**src/rtl/mandelbrot_frame_sched.sv**
```systemverilog
// Frame sequencer for the mandelbrot pixel engine: issues one core run per
// pixel, collects iteration counts into a credit-tracked output FIFO with
// frame/line markers, and applies optional zoom/pan between frames.

package mandelbrot_frame_sched_pkg;

  // One output FIFO entry: iteration count plus position markers
  typedef struct packed {
    logic [3:0] ctr;
    logic       sof;
    logic       eol;
    logic       eof;
  } pix_entry_t;

endpackage

module mandelbrot_frame_sched
  import mandelbrot_frame_sched_pkg::*;
#(
  parameter int unsigned BITWIDTH   = 10,
  parameter int unsigned WIDTH      = 320,
  parameter int unsigned HEIGHT     = 240,
  parameter int unsigned FIFO_DEPTH = 4
) (
  input  logic                clk,
  input  logic                rst,
  input  logic                frame_start,
  input  logic                enable,
  input  logic                auto_zoom,
  input  logic [2:0]          zoom_step,
  input  logic [BITWIDTH-1:0] pan_cr,
  input  logic [BITWIDTH-1:0] pan_ci,
  input  logic [6:0]          init_scaling,
  input  logic [BITWIDTH-1:0] init_cr,
  input  logic [BITWIDTH-1:0] init_ci,
  output logic                core_run,
  input  logic                core_running,
  input  logic                core_finished,
  input  logic [3:0]          core_ctr,
  output logic [6:0]          core_scaling,
  output logic [BITWIDTH-1:0] core_cr_offset,
  output logic [BITWIDTH-1:0] core_ci_offset,
  output logic                pix_valid,
  input  logic                pix_ready,
  output logic [3:0]          pix_data,
  output logic                pix_sof,
  output logic                pix_eol,
  output logic                pix_eof,
  output logic                busy,
  output logic [7:0]          frame_count,
  output logic                sync_err
);

  localparam int unsigned XW     = (WIDTH > 1) ? $clog2(WIDTH) : 1;
  localparam int unsigned YW     = (HEIGHT > 1) ? $clog2(HEIGHT) : 1;
  localparam int unsigned PW     = (FIFO_DEPTH > 1) ? $clog2(FIFO_DEPTH) : 1;
  localparam int unsigned CW     = PW + 1;
  localparam int unsigned HALF_W = WIDTH / 2;
  localparam int unsigned HALF_H = HEIGHT / 2;

  typedef enum logic [2:0] {
    S_IDLE,
    S_LOAD,
    S_ISSUE,
    S_COMPUTE,
    S_FRAME_DONE
  } state_t;

  state_t              state_q, state_d;
  logic [XW-1:0]       x_q, x_d;
  logic [YW-1:0]       y_q, y_d;
  logic                inflight_q, inflight_d;
  logic                run_d;
  logic [6:0]          scaling_d;
  logic [BITWIDTH-1:0] cr_d, ci_d;
  logic [7:0]          frame_count_d;
  logic                sync_err_d;
  logic                busy_d;

  logic [PW-1:0]       wr_ptr_q, rd_ptr_q;
  logic [CW-1:0]       count_q;
  pix_entry_t          mem [FIFO_DEPTH];
  pix_entry_t          head_c;
  pix_entry_t          push_entry_c;

  logic                eol_c, sof_c, last_px_c;
  logic                push_c, pop_c, credit_ok_c;
  logic [6:0]          zoom_d_c;
  logic [BITWIDTH-1:0] cr_step_c, ci_step_c;

  // Position decode of the pixel currently being computed
  assign eol_c     = (x_q == XW'(WIDTH - 1));
  assign sof_c     = (x_q == '0) && (y_q == '0);
  assign last_px_c = eol_c && (y_q == YW'(HEIGHT - 1));

  // A pixel completes once the core drops running after our run pulse
  assign push_c       = (state_q == S_COMPUTE) && !core_run && !core_running;
  assign pop_c        = pix_valid && pix_ready;
  assign credit_ok_c  = (count_q + CW'(inflight_q)) < CW'(FIFO_DEPTH);
  assign push_entry_c = '{ctr: core_ctr, sof: sof_c, eol: eol_c, eof: last_px_c};

  // Zoom step saturates so scaling never goes below zero
  assign zoom_d_c  = (7'(zoom_step) < core_scaling) ? 7'(zoom_step) : core_scaling;
  assign cr_step_c = BITWIDTH'(HALF_W * 32'(zoom_d_c));
  assign ci_step_c = BITWIDTH'(HALF_H * 32'(zoom_d_c));

  // Next-state and next-register logic for the frame sequencer
  always_comb begin
    state_d       = state_q;
    x_d           = x_q;
    y_d           = y_q;
    inflight_d    = inflight_q;
    run_d         = 1'b0;
    scaling_d     = core_scaling;
    cr_d          = core_cr_offset;
    ci_d          = core_ci_offset;
    frame_count_d = frame_count;
    sync_err_d    = sync_err;

    case (state_q)
      S_IDLE: begin
        if (frame_start) state_d = S_LOAD;
      end

      S_LOAD: begin
        scaling_d  = init_scaling;
        cr_d       = init_cr;
        ci_d       = init_ci;
        x_d        = '0;
        y_d        = '0;
        inflight_d = 1'b0;
        sync_err_d = 1'b0;
        state_d    = S_ISSUE;
      end

      S_ISSUE: begin
        if (credit_ok_c && !core_running) begin
          run_d      = 1'b1;
          inflight_d = 1'b1;
          state_d    = S_COMPUTE;
        end
      end

      S_COMPUTE: begin
        if (push_c) begin
          inflight_d = 1'b0;
          if (last_px_c) begin
            if (!core_finished) sync_err_d = 1'b1;
            state_d = S_FRAME_DONE;
          end else begin
            if (core_finished) sync_err_d = 1'b1;
            if (eol_c) begin
              x_d = '0;
              y_d = y_q + YW'(1);
            end else begin
              x_d = x_q + XW'(1);
            end
            state_d = S_ISSUE;
          end
        end
      end

      S_FRAME_DONE: begin
        frame_count_d = frame_count + 8'd1;
        if (auto_zoom) begin
          scaling_d = core_scaling - zoom_d_c;
          cr_d      = core_cr_offset + cr_step_c + pan_cr;
          ci_d      = core_ci_offset + ci_step_c + pan_ci;
        end
        x_d     = '0;
        y_d     = '0;
        state_d = enable ? S_ISSUE : S_IDLE;
      end

      default: state_d = S_IDLE;
    endcase

    busy_d = (state_d != S_IDLE);
  end

  // Sequencer state and registered core/status outputs
  always_ff @(posedge clk or posedge rst) begin
    if (rst) begin
      state_q        <= S_IDLE;
      x_q            <= '0;
      y_q            <= '0;
      inflight_q     <= 1'b0;
      core_run       <= 1'b0;
      core_scaling   <= '0;
      core_cr_offset <= '0;
      core_ci_offset <= '0;
      frame_count    <= '0;
      sync_err       <= 1'b0;
      busy           <= 1'b0;
    end else begin
      state_q        <= state_d;
      x_q            <= x_d;
      y_q            <= y_d;
      inflight_q     <= inflight_d;
      core_run       <= run_d;
      core_scaling   <= scaling_d;
      core_cr_offset <= cr_d;
      core_ci_offset <= ci_d;
      frame_count    <= frame_count_d;
      sync_err       <= sync_err_d;
      busy           <= busy_d;
    end
  end

  // FIFO pointers and occupancy; simultaneous push and pop keep occupancy
  always_ff @(posedge clk or posedge rst) begin
    if (rst) begin
      wr_ptr_q <= '0;
      rd_ptr_q <= '0;
      count_q  <= '0;
    end else begin
      if (push_c) wr_ptr_q <= wr_ptr_q + PW'(1);
      if (pop_c)  rd_ptr_q <= rd_ptr_q + PW'(1);
      case ({push_c, pop_c})
        2'b10:   count_q <= count_q + CW'(1);
        2'b01:   count_q <= count_q - CW'(1);
        default: count_q <= count_q;
      endcase
    end
  end

  // FIFO storage; contents are don't-care until written
  always_ff @(posedge clk) begin
    if (push_c) mem[wr_ptr_q] <= push_entry_c;
  end

  // Head of FIFO drives the sink; fields read zero while empty
  assign head_c    = mem[rd_ptr_q];
  assign pix_valid = (count_q != '0);
  assign pix_data  = pix_valid ? head_c.ctr : 4'd0;
  assign pix_sof   = pix_valid ? head_c.sof : 1'b0;
  assign pix_eol   = pix_valid ? head_c.eol : 1'b0;
  assign pix_eof   = pix_valid ? head_c.eof : 1'b0;

endmodule

```
**config.mk**
```make
export PLATFORM = sky130hd
export DESIGN_NAME = mandelbrot_frame_sched
export DESIGN_NICKNAME = d
export VERILOG_FILES = /design/src/rtl/mandelbrot_frame_sched.sv
export SDC_FILE = /design/constraint.sdc
export NUM_CORES = 1
export LEC_CHECK = 0
export CAP_MARGIN = 30
export CELL_PAD_IN_SITES_DETAIL_PLACEMENT = 0
export CELL_PAD_IN_SITES_GLOBAL_PLACEMENT = 1
export CORE_ASPECT_RATIO = 2
export CORE_UTILIZATION = 35
export DETAILED_ROUTE_END_ITERATION = 8
export GPL_TIMING_DRIVEN = 0
export PLACE_DENSITY_LB_ADDON = 0.1
export SYNTH_ARGS = -nofsm -noshare
export SYNTH_HDL_FRONTEND = slang
export SYNTH_SLANG_ARGS = --single-unit
```
**constraint.sdc**
```tcl
create_clock -name clk -period 11.7 [get_ports clk]
set_input_delay 2.34 -clock clk [delete_from_list [all_inputs] [get_ports clk]]
set_output_delay 2.34 -clock clk [all_outputs]
set_load 0.01 [all_outputs]
```
==> impl_summary.log <==
INFO  metric run_status = finished clean
INFO  metric routed-via-count = 4840
INFO  metric synth_edf_count = 28
INFO  metric worst_margin_slew = 0.717 ns
INFO  metric starting_density_of_the_core = 0.358
INFO  metric crit_path_max_fanout = 5
INFO  metric clk_pin_slew = 0.07 ns
INFO  metric critPathBufInv = 4
INFO  metric synth_async_sr_flop_share = 0.702
INFO  metric netSwitchingFraction = 0.406
INFO  metric endpoint_kind = register
INFO  metric cts_made_buffers = 9
INFO  metric vias_in_the_first_global_route = 5004
INFO  metric final_setup_violating_endpoints = 0
INFO  metric cts_num_sinks = 94
INFO  metric placed_cells = 940
INFO  metric num_antenna_cells = 0
INFO  metric seq_power_share = 0.254
INFO  metric setup.worst_path.start_class = input pin
INFO  metric power.share.clock = 0.160
INFO  metric finish.net_count = 872
INFO  metric cts_resized = 0
INFO  metric remaining_antenna_violation_count = 0
INFO  metric worst_path_largest_cell_delay = 0.49 ns
INFO  metric num_io_pins = 108
INFO  metric clockBufferDepth = 2
INFO  metric holdPathEnd = frame_count[7]
INFO  metric initialDrtViolationCount = 159
INFO  metric grt_start_max_net_pins = 46
INFO  metric crit_family = adder cells
INFO  metric ys.flop_type = dfrtp_1
INFO  metric cpMaxStageDelayCell = fa_1
INFO  metric final-hold-violation-count = 0
INFO  metric final_cell_count_no_fill = 956
INFO  metric finalMaxSlewViolations = 0
INFO  metric chipHeight = 190 um
INFO  metric yosysWarnings = 0
INFO  metric power.net_switching = 0.000794 W
INFO  metric post_cts_hold_buffer_count = 0
INFO  metric worst-r2r-cell-count = 22
INFO  metric track_usage = 0.189
INFO  metric clk_root_buffer_cell = clkbuf_16
INFO  metric arrival = 7.47 ns
INFO  metric unrepaired_setup_endpoints_after_global_routing = false
INFO  metric die_area = 18200 um2
INFO  metric synthesis.area_per_instance = 10.0 um2
INFO  metric detail_route.drc_violations = 0
INFO  metric ys_ff_latch = 94
INFO  metric cts.htree.levels = 3
INFO  metric number_of_library_cell_types_mapped_by_synthesis = 58
INFO  metric drt-total-wl = 16200 um
INFO  metric hold_path.class = reg2reg
INFO  metric internal_pwr_total = 0.00116 W
INFO  metric finalWeightedCongestion = 0.774
INFO  metric report.power.total = 0.00196 W
INFO  metric syn2layout_area_growth = 27.3%
INFO  metric series_of_cell_instances_along_the_critical_path = clkdlybuf4s50_1 -> ha_1 -> nand2_1 -> o21ai_0 -> nand2_1 -> a21o_1 -> inv_1 -> fa_1 -> inv_1 -> fa_1 -> ha_1 -> a21o_1 -> a21oi_1 -> xor2_1 -> fa_1 -> inv_1 -> ha_1 -> nor4_1 -> o21ai_0 -> and3b_1 -> mux2i_1 -> nand3_1
INFO  metric grt_overflow = 0
INFO  metric rr_startpoint = core_scaling[1]
INFO  metric route.detailed.vias_per_inst = 5.06
INFO  metric powerDensity = 248 nW/um2
INFO  metric worst_hold_startpoint = frame_count[7]
INFO  metric grt_antenna_before_repair = 0
INFO  metric yosys.area.top_type_share = 0.267
INFO  metric logic_pwr_share = 0.587
INFO  metric r2r_end = core_ci_offset[9]
INFO  metric die_x = 96.0 um
INFO  metric grt_first_pass_wirelength = 25600 um
INFO  metric ff2ff_setup_slack = 6.39 ns
INFO  metric p_leak = 3.48 nW
INFO  metric ir_worst_vdd = 0.000106 V
INFO  metric synthesis.instances = 617
INFO  metric first_pass_detailed_route_iteration_total = 4
INFO  metric path_class = in2reg
INFO  metric port_buffers = 107
INFO  metric synth_area = 6180 um2
INFO  metric place_hpwl = 12600 um
INFO  metric drive_above_1_share = 0.0563
INFO  metric layout_setup_ws = 4.47 ns
INFO  metric max_cap_viol_count = 0
INFO  metric rows = 68
INFO  metric utilization = 0.456
INFO  metric synth_seq_area_share = 0.403
INFO  metric core_area = 17300 um2
INFO  metric synth_top_cell_by_area = dfrtp_1
INFO  metric final_min_period_over_clock_period = 0.618
INFO  metric post_drt_wl_per_cell = 16.9 um
INFO  metric worstPathRequired = 11.94 ns
INFO  metric slew_headroom = 0.522
INFO  metric finalClockSkew = 0.0136 ns
INFO  metric synthTopCellsByArea = dfrtp_1, edfxtp_1, ha_1
INFO  metric max_freq = 138 MHz
INFO  metric setup-tns-final = 0 ns
INFO  metric place_ws = 4.12 ns
INFO  metric tritoncts_clock_tree = built
INFO  metric finalCriticalPeriod = 7.23 ns
INFO  metric holdPathStages = 1
INFO  metric clkLatencyLatePin = 0.36 ns
INFO  metric cts_setup_buffers = 0
-- sequential cells by signal, indices dropped and copies added (netlist names), 3 cells and up --
| register | cells |
|---|---|
| mem | 28 |
| core_ci_offset | 10 |
| core_cr_offset | 10 |
| x_q | 9 |
| frame_count | 8 |
| y_q | 8 |
| core_scaling | 7 |
| count_q | 3 |
| state_q | 3 |
-- how the worst max path moves through the flow --
stage	start	to	depth (start not counted)
2_1_floorplan	zoom_step[2]	core_ci_offset[9]	21
3_3_place_gp	zoom_step[2]	core_ci_offset[9]	22
3_5_place_dp	zoom_step[2]	core_ci_offset[9]	22
4_1_cts	zoom_step[2]	core_ci_offset[9]	22
5_1_grt	zoom_step[2]	core_ci_offset[9]	23
6_report	zoom_step[2]	core_ci_offset[9]	22
-- stage by stage --
stage | hold slack (ns) | instance area (um2)
floorplan | 0.449 | 6200
global placement | 0.463 | 7530
detailed placement | 0.472 | 7560
CTS | 0.486 | 7870
global route | 0.494 | 7870
finish | 0.475 | 7870
-- cells by family (layout without fill, tap and decap cells) --
group	count (synthesis)	in the layout	share of synthesized area
muxes	12	12	0.0336
adders and majority gates	69	69	0.165
other	2	7	0.00121
AOI/OAI and AO/OA	128	128	0.133
and+or+nand+nor	179	179	0.148
buffers and inverters	93	217	0.0595
DFF	94	94	0.403
xor gates and xnor gates	40	40	0.0567
-- placed cells by master (no fill, tap or decap), types with 4 or more instances in the layout --
| cell type | n |
|---|---|
| a21oi_1 | 29 |
| a21o_1 | 13 |
| o21ai_0 | 40 |
| or3_1 | 8 |
| or2_2 | 4 |
| nand2_1 | 60 |
| and3_1 | 15 |
| mux4_2 | 7 |
| xnor2_1 | 30 |
| inv_1 | 68 |
| ha_1 | 48 |
| o31ai_1 | 5 |
| nor3_1 | 9 |
| clkdlybuf4s50_1 | 107 |
| or4_1 | 4 |
| dfrtp_1 | 66 |
| nor2b_1 | 4 |
| nor2_1 | 24 |
| mux2i_1 | 5 |
| edfxtp_1 | 28 |
| xor2_1 | 10 |
| fa_1 | 21 |
| o211ai_1 | 6 |
| clkbuf_16 | 9 |
| conb_1 | 7 |
| and2_1 | 13 |
| a22oi_1 | 4 |
| clkbuf_1 | 18 |
| a31oi_1 | 8 |
| nand3_1 | 17 |
| nand2b_1 | 5 |
-- metal layers --
layer	vias up	share of wire	GRT usage	wire (um)
met4	0	0.016	0.0551	262
met1	2362	0.40	0.220	6460
met5	-	0	0	0
li1	2377	-	-	-
met2	90	0.56	0.350	9020
met3	11	0.026	0.0236	428
-- final cells by class --
type,instances,area [um2]
well taps,210,263
flip-flops and latches,94,2490
repair buffers,108,1100
clock buffers,10,229
clock inverters,6,77.6
fillers,1674,9400
plain buffers,24,109
inverters,69,262
multi-input cells,435,3340
-- Yosys cell counts (15+ instances only) --
cell	n
a21oi_1	29
and3_1	15
clkbuf_1	17
dfrtp_1	66
edfxtp_1	28
fa_1	21
ha_1	48
inv_1	69
nand2_1	60
nand3_1	17
nor2_1	24
o21ai_0	40
xnor2_1	30
-- power by group through the flow --
stage	Clock (W)	Combinational, W	Sequential, W
2_1_floorplan	0	0.000791	0.000508
3_3_place_gp	0	0.00114	0.000500
3_5_place_dp	0	0.00116	0.000503
4_1_cts	0.000320	0.00117	0.000497
5_1_grt	0.000331	0.00129	0.000508
6_report	0.000312	0.00115	0.000496
Power figures use the tool's default switching activity.
